File: config.mk
export PLATFORM = sky130hd
export DESIGN_NAME = lsu
export DESIGN_NICKNAME = d
export VERILOG_FILES = /design/src/rtl/lsu_pkg.sv /design/src/rtl/lsu_load_align.sv /design/src/rtl/lsu.sv
export SDC_FILE = /design/constraint.sdc
export NUM_CORES = 1
export LEC_CHECK = 0
export BUFFER_PORTS_ARGS = -buffer_cell sky130_fd_sc_hd__buf_2
export CAP_MARGIN = 10
export CORE_MARGIN = 2
export CORE_UTILIZATION = 45
export DETAILED_ROUTE_END_ITERATION = 12
export PLACE_DENSITY_LB_ADDON = 0.08
export SKIP_CTS_REPAIR_TIMING = 1
export SYNTH_ARGS = -nofsm -noshare
export SYNTH_HDL_FRONTEND = slang
export SYNTH_SLANG_ARGS = --single-unit
File: constraint.sdc
create_clock -name i_clk -period 2.3 [get_ports i_clk]
set_clock_uncertainty 0.2 [all_clocks]
set_input_delay 0.46 -clock i_clk [delete_from_list [all_inputs] [get_ports i_clk]]
set_output_delay 0.46 -clock i_clk [all_outputs]
set_load 0.05 [all_outputs]
File: src/rtl/lsu_pkg.sv
// Shared definitions for the load/store unit: FSM states, funct3 size
// codes and data-memory geometry.
package lsu_pkg;

    typedef enum logic [1:0] {
        ST_IDLE  = 2'd0,
        ST_ISSUE = 2'd1,
        ST_RESP  = 2'd2
    } lsu_state_e;

    // funct3[1:0] access size; 2'b11 is handled as a word.
    localparam logic [1:0] SZ_B = 2'b00;
    localparam logic [1:0] SZ_H = 2'b01;
    localparam logic [1:0] SZ_W = 2'b10;

    localparam int MEM_WORDS = 1024;

endpackage

File: src/rtl/lsu_load_align.sv
// Load data alignment: picks the addressed byte/half out of the memory
// word and sign- or zero-extends it (funct3[2]=1 means unsigned).
module lsu_load_align
    import lsu_pkg::*;
(
    input  logic [31:0] data,
    input  logic [1:0]  offset,
    input  logic [2:0]  funct3,
    output logic [31:0] result
);

    logic [31:0] sh_b;
    logic [31:0] sh_h;

    // Lane extraction and extension.
    always_comb begin
        sh_b   = data >> {offset, 3'b000};
        sh_h   = data >> {offset[1], 4'b0000};
        result = data;
        case (funct3[1:0])
            SZ_B:    result = funct3[2] ? {24'h0, sh_b[7:0]}
                                        : {{24{sh_b[7]}}, sh_b[7:0]};
            SZ_H:    result = funct3[2] ? {16'h0, sh_h[15:0]}
                                        : {{16{sh_h[15]}}, sh_h[15:0]};
            default: result = data;
        endcase
    end

endmodule

File: src/rtl/lsu.sv
// Load/store unit in front of a word-addressed, byte-enabled data memory
// with one-cycle registered read. One access in flight, three-cycle
// turnaround (accept, issue, respond).
//
// Optional feature macro: LSU_MISALIGN_TRAP_EN
//   defined   : misaligned H/W accesses are flagged and never touch memory
//   undefined : offending low address bits are masked and the access
//               proceeds aligned; out_lsu_misaligned is tied 0
//
// state    | meaning
// ---------+-----------------------------------------------------------
// ST_IDLE  | ready; latch request on valid
// ST_ISSUE | drive memory from latched fields (write happens this cycle)
// ST_RESP  | done pulse; load result taken from registered mem data
module lsu
    import lsu_pkg::*;
#(
    parameter int ADDR_W = 12
) (
    input  logic              i_clk,
    input  logic              i_rst,
    input  logic              in_lsu_valid,
    output logic              out_lsu_ready,
    input  logic              in_lsu_is_store,
    input  logic [2:0]        in_lsu_funct3,
    input  logic [ADDR_W-1:0] in_lsu_addr,
    input  logic [31:0]       in_lsu_wdata,
    output logic              out_lsu_done,
    output logic [31:0]       out_lsu_rdata,
    output logic              out_lsu_misaligned,
    output logic [ADDR_W-3:0] out_mem_addr,
    output logic              out_mem_rw_mode,
    output logic [31:0]       out_mem_write_data,
    output logic [3:0]        out_mem_byte_en,
    input  logic [31:0]       in_mem_data
);

    lsu_state_e        state_q;
    logic              store_q;
    logic [2:0]        funct3_q;
    logic [ADDR_W-1:0] addr_q;
    logic              mis_q;

    logic [ADDR_W-1:0] acc_addr;
    logic              acc_mis;
    logic [3:0]        acc_be;
    logic [31:0]       acc_wdata;
    logic [31:0]       align_rdata;

    // Request decode: alignment handling, byte enables and lane replication.
    always_comb begin
        acc_addr  = in_lsu_addr;
        acc_mis   = 1'b0;
        acc_be    = 4'hF;
        acc_wdata = in_lsu_wdata;
        case (in_lsu_funct3[1:0])
            SZ_B: begin
                acc_be    = 4'b0001 << acc_addr[1:0];
                acc_wdata = {4{in_lsu_wdata[7:0]}};
            end
            SZ_H: begin
                if (in_lsu_addr[0]) begin
`ifdef LSU_MISALIGN_TRAP_EN
                    acc_mis = 1'b1;
`else
                    acc_addr[0] = 1'b0;
`endif
                end
                acc_be    = 4'b0011 << {acc_addr[1], 1'b0};
                acc_wdata = {2{in_lsu_wdata[15:0]}};
            end
            default: begin
                if (in_lsu_addr[1:0] != 2'b00) begin
`ifdef LSU_MISALIGN_TRAP_EN
                    acc_mis = 1'b1;
`else
                    acc_addr[1:0] = 2'b00;
`endif
                end
                acc_be    = 4'hF;
                acc_wdata = in_lsu_wdata;
            end
        endcase
        if (acc_mis) begin
            acc_be = 4'h0;
        end
    end

    // Sequencer and request latch.
    always_ff @(posedge i_clk) begin
        if (i_rst) begin
            state_q            <= ST_IDLE;
            store_q            <= 1'b0;
            funct3_q           <= 3'b000;
            addr_q             <= '0;
            mis_q              <= 1'b0;
            out_mem_byte_en    <= 4'h0;
            out_mem_write_data <= 32'h0;
        end else begin
            case (state_q)
                ST_IDLE: begin
                    if (in_lsu_valid) begin
                        store_q            <= in_lsu_is_store;
                        funct3_q           <= in_lsu_funct3;
                        addr_q             <= acc_addr;
                        mis_q              <= acc_mis;
                        out_mem_byte_en    <= acc_be;
                        out_mem_write_data <= acc_wdata;
                        state_q            <= ST_ISSUE;
                    end
                end
                ST_ISSUE: state_q <= ST_RESP;
                ST_RESP:  state_q <= ST_IDLE;
                default:  state_q <= ST_IDLE;
            endcase
        end
    end

    lsu_load_align u_load_align (
        .data   (in_mem_data),
        .offset (addr_q[1:0]),
        .funct3 (funct3_q),
        .result (align_rdata)
    );

    assign out_lsu_ready   = (state_q == ST_IDLE);
    assign out_mem_addr    = addr_q[ADDR_W-1:2];
    // Reset forces read so an interrupted store never lands.
    assign out_mem_rw_mode = i_rst | ~((state_q == ST_ISSUE) & store_q & ~mis_q);
    assign out_lsu_done    = (state_q == ST_RESP) & ~i_rst;
    assign out_lsu_rdata   = (out_lsu_done & ~store_q & ~mis_q) ? align_rdata : 32'h0;

`ifdef LSU_MISALIGN_TRAP_EN
    assign out_lsu_misaligned = out_lsu_done & mis_q;
`else
    assign out_lsu_misaligned = 1'b0;
`endif

endmodule

==> metrics, run 1 <==
synthesized cell area 0.00302 mm^2; Max clock buf depth 2; ant diodes 0; CTS H-tree lvls 2; syn_nets slightly below 500; grt ovf 0; initial antenna violation count 0; setup violators final 32; ratio of cells with drive above 1 in the final layout 0.462; hpwl dp 6760 um; via count 3486; clock network power share 0.213; Port Buffers 163; period utilization 1.14; post-route setup slack -0.333 ns; Initial DRC Count 162; Clk Tree Root Cell clkbuf_8; drt drc 0; top-area cell type share of the netlist area 0.358; Switching Share 0.375; leakage 2.18 nW; DIE AREA 0.00739 mm^2; Hold Crit Start in_lsu_is_store; Via-to-Cell Ratio 5.43; num rows 29; final net count about 650; CP Class reg -> out; Worst EP arrival 1.97 ns; CORE AREA 0.00642 mm^2; fin crit period between 2 and 3 ns; CTS buffer count 5; Slew headroom 0.648; CP Max Fanout 5; Sw Pwr 0.892 mW; hold crit path type in -> reg; first-pass GRT wire length 14100 um; Post-Syn Area per Cell 7.39 um^2; largest net degree at the start of global routing 57; Max stage delay on crit path 0.38 ns; failing checks negative setup slack; area grow syn2layout 57.7%; Final Slew Violations 0; Routed WL 10300 um; # Max-Cap Violations 0; f_max 0.380 GHz; length of the first detailed-routing pass in iterations 7; sequential area share after synthesis 0.358; RSZ-0062 raised after global routing yes; CP Cell Sequence mux2_4, a22o_4, o21ai_4, clkbuf_16, nand2_8, buf_6; Die H about 86 um; Total GRT Usage 0.233; measured slew at the worst slew-check pin about 0.53 ns; Clock Latency Late Sink 0.30 ns; outcome finished with violations; setup TNS -8.31 ns; Combinational Power Share 0.351; pre-CTS setup slack -0.347 ns; CTS tree done; Final ANT Viol Nets 0; CP Launch Type flop; highest-delay cell along the critical path dfxtp_4; CP bufs+invs 2; Power per Cell Area 499 mW/mm^2; # IOs approximately 170; WL/cell around 16 um; area leader, netlist dfxtp_1; top post-synthesis cells by area dfxtp_1 (36%), nand2_1 (16%), a21oi_1 (5.8%); CP startpoint addr_q[1]$_SDFFE_PP0P_; vias in the first global route slightly above 3000; post-layout power 2.38 mW; #FFs+latches synth 54; starting density of the core 0.471; hold_ws 0.190 ns; Warnings, synthesis 0; TritonCTS Sinks 54; cell family with most CP delay compound AO/OA/AOI/OAI gates; Final Hold Fails 0; Reg power frac 0.437; Clock transition at path regs about 0.090 ns; endpoint class of the critical path output port; Peak VDD IR ~0.00035 V; cells after synthesis 409; R2R Path Start state_q[1]$_SDFFE_PP0P_; routability congestion estimate 0.880; library cells used by synthesis 37; Cell Int Power 1.49 mW; CP Data Required Time around 1.6 ns; Die X roughly 86 um
==> through the flow <==
step                area [um^2]  instances   util
detailed placement         4200        630  0.654
CTS                        4280        637  0.666
global placement           4200        630  0.654
global route               4770        642  0.742
finish                     4770        642  0.742
floorplan                  3300        409      -
==> kinds of logic (layout without fill, tap and decap cells) <==
logic type             Yosys count  in the layout  synth area share
other                            1              1           0.00124
multiplexers                    25             25            0.0877
AND/OR/NAND/NOR                174            174             0.238
AO/OA/AOI/OAI                   99             99             0.223
buffers and inverters           56            212            0.0927
flip-flops                      54             54             0.358
==> power by group through the flow <==
| stage | sequential [mW] | clock [mW] | combinational [mW] |
|---|---|---|---|
| 3_5_place_dp | 1.06 | 0 | 0.775 |
| 4_1_cts | 1.04 | 0.522 | 0.776 |
| 3_3_place_gp | 1.05 | 0 | 0.765 |
| 6_report | 1.04 | 0.506 | 0.834 |
| 5_1_grt | 1.05 | 0.559 | 0.889 |
| 2_1_floorplan | 1.23 | 0 | 0.373 |
==> path summary, 6_finish.rpt <==
check / cells after the start / endpoint / slack, ns
max: 6 / out_lsu_rdata[23] / -0.33
min: 3 / store_q$_SDFFE_PP0P_ / 0.19
max reg2reg: 5 / out_mem_write_data[28]$_SDFFE_PP0P_ / 0.48
min reg2reg: 2 / addr_q[4]$_SDFFE_PP0P_ / 0.26
==> placed cells by master, fill, tap and decap left out, types with 3 or more instances in the layout <==
cell / n
a222oi_1: 7
nand2_4: 7
mux2_2: 8
dfxtp_2: 4
o21ai_1: 6
o21ai_0: 18
buf_8: 5
clkbuf_16: 3
buf_12: 7
mux2i_1: 16
a21oi_1: 35
buf_4: 17
nand2_2: 5
dfxtp_1: 49
clkbuf_8: 5
a221oi_4: 6
nor2_4: 6
inv_1: 12
nand2_8: 9
nor2_1: 23
a211oi_1: 9
buf_6: 30
a311oi_1: 8
nand2_1: 107
buf_2: 131
==> routing by layer <==
metal	GRT usage	routed length, um
met2	0.419	5410
met5	0	0
met4	0.0476	194
met1	0.282	3890
met3	0.0577	751
==> worst min-delay path, cell delays in order <==
cell,delay (ns)
buf_2,0.10
nand2_1,0.04
a21oi_1,0.05
==> area by class of cell <==
class	instances	area [um^2]
Sequential cell	54	1090
Fill cell	507	1650
Clock inverter	1	7.51
Tap cell	77	96.3
Timing Repair Buffer	193	1410
Inverter	12	45.0
Clock buffer	6	72.6
Multi-Input combinational cell	299	2050
==> cells in the mapped netlist <==
cell / count
a211oi_1: 9
a21oi_1: 35
a21oi_4: 1
a221oi_1: 7
a221oi_2: 2
a222oi_1: 7
a22o_4: 1
a22oi_1: 1
a311oi_1: 8
and3_1: 1
buf_1: 3
buf_2: 11
buf_4: 13
buf_6: 1
clkbuf_1: 16
conb_1: 1
dfxtp_1: 54
inv_1: 12
mux2_2: 8
mux2_4: 1
mux2i_1: 16
nand2_1: 128
nand2b_1: 2
nand3_1: 2
nor2_1: 30
nor2_4: 1
nor3_1: 2
nor3_4: 1
nor3b_1: 3
nor3b_2: 1
o21ai_0: 24
o21ai_4: 1
o22ai_1: 2
o311ai_0: 1
or2_2: 1
or3b_2: 1
or4b_1: 1
==> registers in the layout (all words and copies together) (netlist names) <==
register,cells
store_q,1
addr_q,12
out_mem_write_data,32
out_mem_byte_en,4
funct3_q,3
state_q,2
(Power assumes the default switching activity.)
==> run 2: changes to the inputs <==
--- a/config.mk
+++ b/config.mk
@@ -8,7 +8,7 @@
 export BUFFER_PORTS_ARGS = -buffer_cell sky130_fd_sc_hd__buf_2
 export CAP_MARGIN = 10
 export CORE_MARGIN = 2
-export CORE_UTILIZATION = 45
+export CORE_UTILIZATION = 41
 export DETAILED_ROUTE_END_ITERATION = 12
 export PLACE_DENSITY_LB_ADDON = 0.08
 export SKIP_CTS_REPAIR_TIMING = 1
==> constraint.sdc (replaced) <==
create_clock -name i_clk -period 2.13 [get_ports i_clk]
set_clock_uncertainty 0.2 [all_clocks]
set_input_delay 0.426 -clock i_clk [delete_from_list [all_inputs] [get_ports i_clk]]
set_output_delay 0.426 -clock i_clk [all_outputs]
set_load 0.05 [all_outputs]
==> metrics, run 2 (synthesized netlist as in run 1, its figures left out) <==
cell family with most CP delay compound AO/OA/AOI/OAI gates; clock network power share 0.256 (+0.043); vias in the first global route 3229 (+6.5%); Combinational Power Share 0.334 (-0.017); Worst EP arrival 2.02 ns (+0.05 ns); drt drc 0 (unchanged); Cell Int Power 1.75 mW (+18%); period utilization 1.24; hpwl dp 7070 um (+4.5%); Max clock buf depth 2 (unchanged); highest-delay cell along the critical path dfxtp_4; largest net degree at the start of global routing 68 (+19%); CP bufs+invs 2 (unchanged); most frequent cells in the layout buf_2 (135), nand2_1 (102), dfxtp_1 (51); CORE AREA 0.00721 mm^2 (+12%); starting density of the core 0.419 (-0.0517); CTS buffer count 5 (unchanged); RSZ-0062 raised after global routing yes; number of fill cells 651 (+28%); Total GRT Usage 0.228 (-0.00540); grt ovf 0 (unchanged); Reg power frac 0.409 (-0.028); DIE AREA 0.00808 mm^2 (+9.3%); Max stage delay on crit path 0.39 ns (about the same); hold crit path type in -> reg; Largest regs out_mem_write_data: 32 flops, addr_q: 12 flops, out_mem_byte_en: 4 flops; Via-to-Cell Ratio 5.12 (-5.8%); Final Slew Violations 0 (unchanged); largest register by flop count out_mem_write_data; ratio of cells with drive above 1 in the final layout 0.475 (+0.0127); Die H 89.9 um (+4.5%); # Max-Cap Violations 0 (unchanged); Post-DP Area 0.00437 mm^2 (+4.1%); setup TNS -14.65 ns (-6.34 ns); most common cell after layout, fill and taps aside buf_2; Clk Tree Root Cell clkbuf_8; routability congestion estimate 0.818 (-7.0%); CP Cell Sequence mux2_4, a22o_4, o21ai_4, clkbuf_16, nand2_4, buf_8; leakage 2.26 nW (+3.3%); Power per Cell Area 558 mW/mm^2 (+12%); initial antenna violation count 0 (unchanged); Initial DRC Count 225 (+39%); area grow syn2layout 62.0%; outcome finished with violations; num rows 31 (+6.9%); post-route cell area 0.00490 mm^2 (+2.7%); # IOs 165 (unchanged); Routed WL 9920 um (-3.3%); Die X 89.9 um (+4.5%); max reg flops 32 (unchanged); final net count 655 (+1.1%); CTS tree done; ant diodes 0 (unchanged); Sw Pwr 0.988 mW (+11%); setup violators final 32 (unchanged); Peak VDD IR 0.000349 V (-1.2%); endpoint class of the critical path output port; first-pass GRT wire length 15400 um (+9.3%); CP Class reg -> out; fin crit period 2.65 ns; Switching Share 0.361 (-0.0138); f_max 0.377 GHz; CP Max Fanout 5 (unchanged); post-layout power 2.73 mW (+15%); CP Launch Type flop; Final ANT Viol Nets 0 (unchanged); Final Hold Fails 0 (unchanged); hold_ws 0.141 ns (-0.0489 ns); final core occ 0.679 (-0.0635); CP Data Required Time 1.50 ns (-0.14 ns); length of the first detailed-routing pass in iterations 4 (-3); post-route setup slack -0.521 ns (-0.187 ns); via count 3438 (-1.4%); Clock transition at path regs 0.10 ns (about the same); CTS H-tree lvls 2 (unchanged); Port Buffers 163 (unchanged); Clock Latency Late Sink 0.31 ns (about the same); failing checks negative setup slack; TritonCTS Sinks 54 (unchanged); WL/cell 14.8 um (-7.6%)
==> run 2: changes by cell type in the layout (fill, tap and decap cells not counted), moves of 3 or more <==
| cell | before | now |
|---|---|---|
| nor2_4 | 6 | 1 |
| buf_4 | 17 | 25 |
| buf_2 | 131 | 135 |
| o21ai_0 | 18 | 23 |
| buf_8 | 5 | 15 |
| dfxtp_2 | 4 | 1 |
| nand2_1 | 107 | 102 |
| nand2_2 | 5 | 9 |
| nor2_2 | 2 | 5 |
| buf_6 | 30 | 15 |
| o21ai_1 | 6 | 1 |
==> run 2: final timing paths <==
check	cells after the start	slack (ns)	startpoint	end
setup / recovery	6	-0.52	addr_q[1]$_SDFFE_PP0P_	out_lsu_rdata[17]
hold / removal	3	0.14	in_lsu_addr[4]	addr_q[4]$_SDFFE_PP0P_
setup reg to reg	5	0.28	state_q[1]$_SDFFE_PP0P_	out_mem_write_data[31]$_SDFFE_PP0P_
hold reg to reg	2	0.26	out_mem_write_data[6]$_SDFFE_PP0P_	out_mem_write_data[6]$_SDFFE_PP0P_
==> run 2: worst register-to-register path: stages (launching register included) <==
cell	delay, ns
dfxtp_1	0.32
buf_4	0.14
or3b_2	0.62
buf_4	0.28
nand2_1	0.10
a21oi_1	0.07
==> run 2: metal layers <==
layer | global-route usage | wire length [um] | vias to the layer above
met5 | 0 | 0 | -
li1 | - | - | 1713
met1 | 0.303 | 4170 | 1557
met4 | 0.0769 | 272 | 0
met3 | 0.0536 | 704 | 24
met2 | 0.366 | 4770 | 144
==> run 2: layout make-up <==
type / count / area, um^2 / share of cell area
inverter: 12 / 45.0 / 0.00920
sequential: 54 / 1090 / 0.222
timing repair buffer: 200 / 1460 / 0.297
clock inverter: 3 / 43.8 / 0.00894
tap: 99 / 124 / 0.0253
clock buffer: 5 / 68.8 / 0.0140
multi-input combinational: 299 / 2070 / 0.423
==> run 2: per-stage QoR <==
step / std cells / worst slack, ns
6_report: 672 / -0.521
3_3_place_gp: 660 / -0.371
3_5_place_dp: 660 / -0.374
5_1_grt: 672 / -0.563
2_1_floorplan: 409 / -0.400
4_1_cts: 668 / -0.537
==> run 2: power groups by stage <==
stage | combinational, mW | clock (mW) | sequential, mW
6_report | 0.914 | 0.701 | 1.12
3_5_place_dp | 0.859 | 0 | 1.14
4_1_cts | 0.861 | 0.727 | 1.12
5_1_grt | 0.979 | 0.755 | 1.13
3_3_place_gp | 0.851 | 0 | 1.14
2_1_floorplan | 0.412 | 0 | 1.33
==> run 3: changes to the inputs <==
--- a/config.mk
+++ b/config.mk
@@ -5,10 +5,11 @@
 export SDC_FILE = /design/constraint.sdc
 export NUM_CORES = 1
 export LEC_CHECK = 0
+export ABC_AREA = 1
 export BUFFER_PORTS_ARGS = -buffer_cell sky130_fd_sc_hd__buf_2
 export CAP_MARGIN = 10
 export CORE_MARGIN = 2
-export CORE_UTILIZATION = 41
+export CORE_UTILIZATION = 49
 export DETAILED_ROUTE_END_ITERATION = 12
 export PLACE_DENSITY_LB_ADDON = 0.08
 export SKIP_CTS_REPAIR_TIMING = 1
==> constraint.sdc (replaced) <==
create_clock -name i_clk -period 3.1 [get_ports i_clk]
set_clock_uncertainty 0.2 [all_clocks]
set_input_delay 0.62 -clock i_clk [delete_from_list [all_inputs] [get_ports i_clk]]
set_output_delay 0.62 -clock i_clk [all_outputs]
set_load 0.05 [all_outputs]
==> metrics, run 3 <==
ant diodes 0 (unchanged); period utilization 0.940; CORE AREA 0.00624 mm^2 (-13%); routability congestion estimate 0.811 (-0.93%); via count 3497 (+1.7%); num rows 29 (-6.5%); hold crit path type reg -> reg; Largest regs out_mem_write_data: 32 flops, addr_q: 12 flops, out_mem_byte_en: 4 flops; area grow syn2layout 26.9%; Max stage delay on crit path 0.51 ns (+0.12 ns); number of synthesized flops with an enable pin 0 (unchanged); pre-CTS setup slack 0.413 ns (+0.787 ns); cell family with most CP delay simple AND/OR/NAND/NOR gates; critical path depth in cells 10 (+4); endpoint class of the critical path output port; max reg flops 32 (unchanged); most frequent cell after synthesis nand2_1; hpwl dp 6690 um (-5.3%); Final Hold Fails 0 (unchanged); ratio of cells with drive above 1 in the final layout 0.326 (-0.148); largest net degree at the start of global routing 35 (-49%); CP startpoint addr_q[1]$_SDFFE_PP0P_; R2R setup slack 0.76 ns (+0.48 ns); Post-Syn Area per Cell 6.45 um^2 (-13%); area of the multi-input gates 0.00165 mm^2 (-20%); CP Launch Type flop; Final ANT Viol Nets 0 (unchanged); area leader, netlist dfxtp_1; Final Slew Violations 0 (unchanged); Via-to-Cell Ratio 5.00 (-2.2%); Clock transition at path regs 0.10 ns (about the same); number of fill cells 647 (-0.61%); CTS tree done; CP Max Fanout 17 (+12); syn_nets 567 (+15%); cells after synthesis 484 (+18%); hold_ws 0.267 ns (+0.126 ns); WL/cell 12.7 um (-14%); vias in the first global route 3337 (+3.3%); leakage 2.19 nW (-2.8%); asr flop ratio synth 0 (unchanged); synthesized cell area 0.00312 mm^2 (+3.3%); first-pass GRT wire length 14500 um (-5.8%); starting density of the core 0.500 (+0.0814); drt drc 0 (unchanged); reg2reg end out_mem_write_data[23]$_SDFFE_PP0P_; post-route cell area 0.00396 mm^2 (-19%); largest register by flop count out_mem_write_data; TritonCTS Sinks 54 (unchanged); Total GRT Usage 0.249 (+0.0205); Routed WL 8890 um (-10%); library cells used by synthesis 29 (-22%); outcome finished clean; CP Class reg -> out; Cell Int Power 1.12 mW (-36%); final net count 704 (+7.5%); # IOs 165 (unchanged); top-area cell type share of the netlist area 0.346 (-0.0115); CP bufs+invs 2 (unchanged); reg2reg path depth 5 (unchanged); Synth top cells by count nand2_1 (150), nor2_1 (58), dfxtp_1 (54); Max clock buf depth 2 (unchanged); CTS buffer count 5 (unchanged); sequential standard cell area 0.00108 mm^2 (-0.69%); setup violators final 0 (-100%); f_max 0.343 GHz; Combinational Power Share 0.325 (-0.009); CTS H-tree lvls 2 (unchanged); length of the first detailed-routing pass in iterations 4 (unchanged); Clk Tree Root Cell clkbuf_8; Switching Share 0.384 (+0.0226); Die H 83.8 um (-6.7%); # Max-Cap Violations 0 (unchanged); termination of the worst setup path out_lsu_rdata[16]; Post-DP Area 0.00385 mm^2 (-12%); DIE AREA 0.00703 mm^2 (-13%); Clock Latency Late Sink 0.30 ns (about the same); Reg power frac 0.429 (+0.020); Worst EP arrival 2.09 ns (+0.07 ns); Sw Pwr 0.697 mW (-29%); Post-synth top flop dfxtp_1; Peak VDD IR 0.000293 V (-16%); Warnings, synthesis 0 (unchanged); highest-delay cell along the critical path dfxtp_1; most common cell after layout, fill and taps aside buf_2; initial antenna violation count 0 (unchanged); top post-synthesis cells by area dfxtp_1 (35%), nand2_1 (18%), nor2_1 (7.0%); clock network power share 0.246 (-0.010); Slew headroom 0.463; R2R Path Start state_q[0]$_SDFFE_PP0P_; Die X 83.8 um (-6.7%); post-route setup slack 0.186 ns (+0.707 ns); Initial DRC Count 97 (-57%); fin crit period 2.91 ns; setup TNS 0 ns (+14.65 ns); grt ovf 0 (unchanged); #FFs+latches synth 54 (unchanged); RSZ-0062 raised after global routing no; sequential area share after synthesis 0.346 (-0.0115); CP Cell Sequence inv_4, nand2_1, nand2_1, nand2_2, nand2_2, nand2_4, nand3_4, nand2_4, nor2_1, clkbuf_4; measured slew at the worst slew-check pin 0.805 ns; CP Data Required Time 2.28 ns (+0.78 ns); most frequent cells in the layout buf_2 (162), nand2_1 (149), nor2_1 (58); Power per Cell Area 458 mW/mm^2 (-18%); Port Buffers 163 (unchanged)
-- run 3: changes by cell type after synthesis, sizes merged, moves of 6 or more --
cell,delta
a211oi,-7
nand2,+27
a31oi,+8
a222oi,-7
a21oi,+6
nor2,+40
nand3,+23
o22ai,+6
a311oi,-8
mux2,-9
a221oi,-9
mux2i,-16
inv,+30
o21ai,+8
-- run 3: routing by layer --
metal / share of wire / vias up / GRT usage
li1: - / 1799 / -
met2: 0.48 / 130 / 0.457
met4: 0.015 / 0 / 0.0660
met5: 0 / - / 0
met1: 0.41 / 1558 / 0.281
met3: 0.092 / 10 / 0.0682
-- run 3: power by group through the flow --
| stage | logic [mW] | registers (mW) | clock network, mW |
|---|---|---|---|
| finish | 0.589 | 0.779 | 0.446 |
| global route | 0.641 | 0.786 | 0.483 |
| CTS | 0.591 | 0.779 | 0.453 |
| detailed placement | 0.590 | 0.795 | 0 |
| global placement | 0.582 | 0.793 | 0 |
| floorplan | 0.325 | 0.915 | 0 |
-- run 3: area by class of cell --
cell class | instances | share of cell area
well taps | 77 | 0.0243
clock buffers | 7 | 0.0243
multi-input cells | 349 | 0.416
inverters | 42 | 0.0423
flip-flops and latches | 54 | 0.273
clock inverters | 1 | 0.00221
repair buffers | 169 | 0.218
-- run 3: stage by stage --
step / instances / util / power (mW)
2_1_floorplan: 484 / - / 1.24
3_3_place_gp: 691 / 0.617 / 1.38
3_5_place_dp: 691 / 0.617 / 1.38
4_1_cts: 699 / 0.634 / 1.82
5_1_grt: 699 / 0.635 / 1.91
6_report: 699 / 0.635 / 1.81
-- run 3: cells by family (layout without fill, tap and decap cells) --
| group | Yosys count | after routing | share of synthesized area |
|---|---|---|---|
| compound gates | 95 | 95 | 0.162 |
| buf+inv | 81 | 219 | 0.127 |
| flops | 54 | 54 | 0.346 |
| other cells | 1 | 1 | 0.00120 |
| simple gates | 253 | 253 | 0.364 |
-- run 3: how the worst min path moves through the flow --
stage                                                   start                                   to  slack [ns]  cells past startpoint
after global placement    out_mem_write_data[20]$_SDFFE_PP0P_  out_mem_write_data[20]$_SDFFE_PP0P_        0.25                      2
after CTS                 out_mem_write_data[16]$_SDFFE_PP0P_  out_mem_write_data[16]$_SDFFE_PP0P_        0.27                      2
after global routing      out_mem_write_data[16]$_SDFFE_PP0P_  out_mem_write_data[16]$_SDFFE_PP0P_        0.29                      2
after floorplan                       addr_q[10]$_SDFFE_PP0P_              addr_q[10]$_SDFFE_PP0P_        0.26                      2
after detailed placement  out_mem_write_data[16]$_SDFFE_PP0P_  out_mem_write_data[16]$_SDFFE_PP0P_        0.25                      2
final                      out_mem_write_data[2]$_SDFFE_PP0P_   out_mem_write_data[2]$_SDFFE_PP0P_        0.27                      2
-- run 3: tightest hold or removal path: stages (launching register included) --
cell     delay (ns)
dfxtp_1        0.32
nand2_1        0.06
a21oi_1        0.05
